**src/rtl/regfile_wb_responder.sv**
```systemverilog
// regfile_wb_responder
//
// Purpose:
//   32 x 64-bit RISC-V integer register file. It acts as the responder to
//   the write-back stage's register-write interface and returns the
//   completion handshake that write-back waits on. It provides two
//   combinational read ports for decode. It also keeps a per-register busy
//   scoreboard: decode sets a bit, and write-back commits clear it.
//
// Optional feature (macro REGFILE_BYPASS_EN):
//   When the macro is defined, a write that is being committed in the
//   current cycle is forwarded to any read port with a matching address.
//   The matching busy flag also reads 0 in that cycle. When the macro is
//   undefined, reads see new data and cleared busy bits only after the
//   commit edge.
//
// Ports:
//   clk                   in   clock
//   reset                 in   asynchronous active-high reset
//   wb_module_enable      in   write-back stage active for this instruction
//   register_write_enable in   write request from write-back
//   register_write_addr   in   destination register
//   register_write_data   in   write data
//   wb_write_complete     out  registered completion handshake
//   read_addr1/2          in   rs1/rs2 addresses
//   read_data1/2          out  rs1/rs2 data (x0 reads 0)
//   mark_busy_valid       in   decode claims a destination register
//   mark_busy_addr        in   claimed register
//   rs1_busy/rs2_busy     out  scoreboard bits for read_addr1/2

module regfile_wb_responder #(
    parameter  int XLEN  = 64,
    parameter  int NREGS = 32,
    localparam int AW    = $clog2(NREGS)
) (
    input  logic            clk,
    input  logic            reset,
    input  logic            wb_module_enable,
    input  logic            register_write_enable,
    input  logic [AW-1:0]   register_write_addr,
    input  logic [XLEN-1:0] register_write_data,
    output logic            wb_write_complete,
    input  logic [AW-1:0]   read_addr1,
    input  logic [AW-1:0]   read_addr2,
    output logic [XLEN-1:0] read_data1,
    output logic [XLEN-1:0] read_data2,
    input  logic            mark_busy_valid,
    input  logic [AW-1:0]   mark_busy_addr,
    output logic            rs1_busy,
    output logic            rs2_busy
);

    typedef enum logic [0:0] {
        IDLE = 1'b0,
        DONE = 1'b1
    } state_t;

    state_t            state_q, state_d;
    logic [XLEN-1:0]   regs_q [NREGS];
    logic [NREGS-1:0]  busy_q, busy_d;

    // The one and only write for an instruction happens on the IDLE->DONE
    // edge. While in DONE, every write request is ignored.
    logic commit;
    logic wr_en;
    logic busy_set;

    assign commit   = (state_q == IDLE) && wb_module_enable;
    assign wr_en    = commit && register_write_enable && (register_write_addr != '0);
    assign busy_set = mark_busy_valid && (mark_busy_addr != '0);

    always_comb begin
        state_d = state_q;
        unique case (state_q)
            IDLE: if (wb_module_enable)  state_d = DONE;
            DONE: if (!wb_module_enable) state_d = IDLE;
            default: state_d = IDLE;
        endcase
    end

    // The set is applied after the clear. If both hit the same register,
    // the newer producer keeps it busy.
    always_comb begin
        busy_d = busy_q;
        if (wr_en)    busy_d[register_write_addr] = 1'b0;
        if (busy_set) busy_d[mark_busy_addr]      = 1'b1;
    end

    always_ff @(posedge clk or posedge reset) begin
        if (reset) begin
            state_q <= IDLE;
            busy_q  <= '0;
            for (int i = 0; i < NREGS; i++) regs_q[i] <= '0;
        end else begin
            state_q <= state_d;
            busy_q  <= busy_d;
            if (wr_en) regs_q[register_write_addr] <= register_write_data;
        end
    end

    // Complete comes straight from the state register. It is therefore
    // glitch-free, and it drops at once when reset is asserted.
    assign wb_write_complete = (state_q == DONE);

    always_comb begin
        read_data1 = '0;
        read_data2 = '0;
        rs1_busy   = 1'b0;
        rs2_busy   = 1'b0;
        if (read_addr1 != '0) begin
            read_data1 = regs_q[read_addr1];
            rs1_busy   = busy_q[read_addr1];
        end
        if (read_addr2 != '0) begin
            read_data2 = regs_q[read_addr2];
            rs2_busy   = busy_q[read_addr2];
        end
`ifdef REGFILE_BYPASS_EN
        // Forward the value being committed this cycle (wr_en already
        // excludes x0).
        if (wr_en && (read_addr1 == register_write_addr)) begin
            read_data1 = register_write_data;
            rs1_busy   = 1'b0;
        end
        if (wr_en && (read_addr2 == register_write_addr)) begin
            read_data2 = register_write_data;
            rs2_busy   = 1'b0;
        end
`endif
    end

endmodule
```
**config.mk**
```make
export PLATFORM = sky130hd
export DESIGN_NAME = regfile_wb_responder
export DESIGN_NICKNAME = d
export VERILOG_FILES = /design/src/rtl/regfile_wb_responder.sv
export SDC_FILE = /design/constraint.sdc
export NUM_CORES = 2
export LEC_CHECK = 0
export CAP_MARGIN = 10
export CELL_PAD_IN_SITES_DETAIL_PLACEMENT = 1
export CELL_PAD_IN_SITES_GLOBAL_PLACEMENT = 1
export CORE_MARGIN = 3
export CORE_UTILIZATION = 55
export DETAILED_ROUTE_END_ITERATION = 10
export PLACE_DENSITY_LB_ADDON = 0.1
export SYNTH_ARGS = -nofsm -noshare
export SYNTH_HDL_FRONTEND = slang
export SYNTH_SLANG_ARGS = --single-unit
```
**constraint.sdc**
```tcl
create_clock -name clk -period 220.1 [get_ports clk]
set_clock_uncertainty 0.2 [all_clocks]
set_input_delay 44.02 -clock clk [delete_from_list [all_inputs] [get_ports clk]]
set_output_delay 44.02 -clock clk [all_outputs]
set_load 0.03 [all_outputs]
```
==> metrics.md <==
| Metric | Value |
|---|---|
| First-pass DRT Iterations | `6` |
| RSZ-0062 raised after global routing | `false` |
| Placeable core region | `198000 um^2` |
| Flop pwr share | `0.452` |
| Synth Area in Adders | `0` |
| Leak | `55.8 nW` |
| Tot GR Track Use | `0.357` |
| Ys async rst share | `1.00` |
| Remaining global-route overflow | `0` |
| Worst Setup EP | `read_data1[30]` |
| Compound-Gate Fraction of Synth Area | `0.0228` |
| Routed Antenna Nets | `0` |
| Switching share of power | `0.264` |
| Reg2reg start | `wb_write_complete` |
| Hold path startpoint | `regs_q[2003]` |
| CTS Buf Count | `221` |
| GRT busiest layer | `met2` |
| Setup bufs post-CTS | `0` |
| Relative slew slack | `0.140` |
| Met1 usage | `0.485` |
| Post-synth EDFFs | `0` |
| Clock share of power | `0.409` |
| Met2 Usage GRT | `0.578` |
| Layout cell share with drive strength beyond 1 | `0.471` |
| DR WL/cell | `38.2 um` |
| R2r setup slk | `215.44 ns` |
| Worst slack, placed | `126.12 ns` |
| Setup CP Type | `in -> out` |
| Syn Std Cell Area | `110000 um^2` |
| Top_reg_cell synth | `dfrtp_1` |
| Root Buffer | `clkbuf_16` |
| Synth Area in Simple Gates | `0.00897` |
| Flops & latches, synth | `2081` |
| Largest net degree at the start of global routing | `165` |
| Register area share after synthesis | `0.473` |
| Crit-path max FO | `73` |
| # IOs | `220` |
| Syn Inst Count | `6899` |
| MaxCap Viol Count | `0` |
| Largest family of logic cells by synthesized area | `multiplexers` |
| Area contributors post-synth | `dfrtp_1 (47%), mux4_2 (22%), mux2_2 (16%)` |
| Pint | `0.714 mW` |
| Endpoints failing setup | `0` |
| Area growth syn-to-layout | `10.0%` |
| Final period util | `0.426` |
| DRC | `0` |
| Total wire length | `363 mm` |
| Number of global-route vias before repair | `74.0k` |
| Initial cell density of the core | `0.556` |
| Yosys top cell area share | `0.473` |
| CP startpoint kind | `primary input` |
| Tmin final | `93.82 ns` |
| Synth Area per Inst | `16.0 um^2` |
| Die Area | `206000 um^2` |
| Hold/Removal Path Class | `reg -> reg` |
| Setup crit start | `read_addr1[0]` |
| Iter 0 DRT Violations | `6851` |
| Vias | `68.4k` |
| PD cells | `8.01 nW/um^2` |
| Max H-tree Level | `4` |
| Number of synthesis warnings | `0` |
| Multiplexer area fraction after synthesis | `0.460` |
| RD Place Congestion | `0.817` |
| Cell depth of the worst flop-to-flop path | `6` |
| Comb power frac | `0.139` |
| HPWL Detailed | `209 mm` |
| Least-Margin Pin Slew | `1.29 ns` |
| Worst reg2reg path endpoint | `regs_q[975]` |
| Vias per cell | `7.18` |
| Area leader, netlist | `dfrtp_1` |
| NetSw | `0.257 mW` |
| Fin worst setup slack | `126.28 ns` |
| FMAX | `10.7 MHz` |
| CTS Hold Bufs | `0` |
| Post-synthesis cell type count | `53` |
| Post-Syn Nets | `6988` |
| Resized cells post-CTS | `0` |
| Antenna violations before repair | `21` |
| Maximum VDD drop | `0.00876 mV` |
| Count leader, synth | `dfrtp_1` |
| Hold Path Depth | `0` |
| CTS Buffer Depth | `3` |
| Data required, critical path | `175.88 ns` |
| Reg area | `52100 um^2` |
| Max-slew violation count | `0` |
| Synth top cells by count | `dfrtp_1 (2081), mux2_2 (1542), mux4_2 (1094)` |
| Status | `finished clean` |
| Clock Sinks | `2081` |
| Final TNS setup | `0 ns` |
| Worst Path Arrival | `49.61 ns` |
| Worst-Skew Late Latency | `0.87 ns` |
| Global routing usage on met3 | `0.0596` |
| Chip width | `454 um` |
| Final net count | `6775` |
| Post-synthesis xor/xnor area fraction | `0` |
| Critical path endpoint category | `output pin` |
| Fillers | `17.2k` |
| TritonCTS clock tree | `done` |
| First-pass GRT wire length | `533 mm` |
| Final hold vios | `0` |
| Number of placement rows | `163` |
| Clock slew at reported path FFs | `0.06 ns` |
| Area of the multi-input gates | `54400 um^2` |
| Die Height | `454 um` |
| Input/output buffers | `219` |
layout by cell type (no fill, tap or decap), types with 22 or more instances in the layout:
cell	n
mux2i_1	313
clkdlybuf4s50_1	209
o22ai_1	139
clkbuf_16	221
bufinv_16	29
o21ai_0	22
mux4_2	1094
nand2_1	25
mux2_2	1542
buf_4	157
clkbuf_1	38
clkinv_2	56
clkbuf_8	34
a21o_1	81
mux2_1	489
dfrtp_1	2081
kinds of logic (layout without fill, tap and decap cells):
logic type      after synthesis  count (layout)
mux                        3438            3438
flops                      2081            2081
simple gates                183             183
other cells                   0              12
buf+inv                     840             814
compound gates              357             357
layer usage:
metal	routed length [um]	share of wire
met5	52	0.00014
met4	16300	0.045
met3	24600	0.068
met2	177000	0.49
met1	146000	0.40
power groups by stage:
stage	sequential [mW]	combinational (mW)	clock (mW)
2_1_floorplan	0.438	0.100	0
3_3_place_gp	0.441	0.130	0
3_5_place_dp	0.444	0.134	0
4_1_cts	0.438	0.135	0.402
5_1_grt	0.442	0.143	0.419
6_report	0.439	0.135	0.397
layout make-up:
class,instances,area share
clock buffer,292,0.0506
tap,2640,0.0273
inverter,21,0.000816
multi-input combinational,3978,0.449
sequential,2081,0.430
clock inverter,118,0.0130
timing repair buffer,383,0.0294
antenna,12,0.000248
critical path, stage by stage:
cell and delay [ns]:
buf_8 0.68, buf_4 0.50, buf_4 0.71, buf_4 0.82
buf_4 0.84, mux4_2 0.60, mux4_2 0.47, a21o_1 0.24
clkdlybuf4s50_1 0.62
sequential cells by signal, summed over array words and instances, names as in the netlist:
name               count
wb_write_complete      1
regs_q              2048
busy_q                32
worst min-delay path by stage:
stage / to
after floorplan: regs_q[1990]
after global placement: regs_q[1990]
after detailed placement: regs_q[2042]
after CTS: regs_q[2046]
after global routing: regs_q[2016]
final: regs_q[2003]
through the flow:
step	hold WS [ns]	area (um^2)	cells	utilization	power, mW
6_report	0.196	121000	9525	0.611	0.971
5_1_grt	0.208	121000	9518	0.611	1.00
4_1_cts	0.198	121000	9513	0.611	0.975
3_5_place_dp	0.184	113000	9103	0.572	0.578
3_3_place_gp	0.176	113000	9103	0.572	0.571
2_1_floorplan	0.239	110000	6899	-	0.538
No activity file was read; power rests on OpenSTA's default activity.
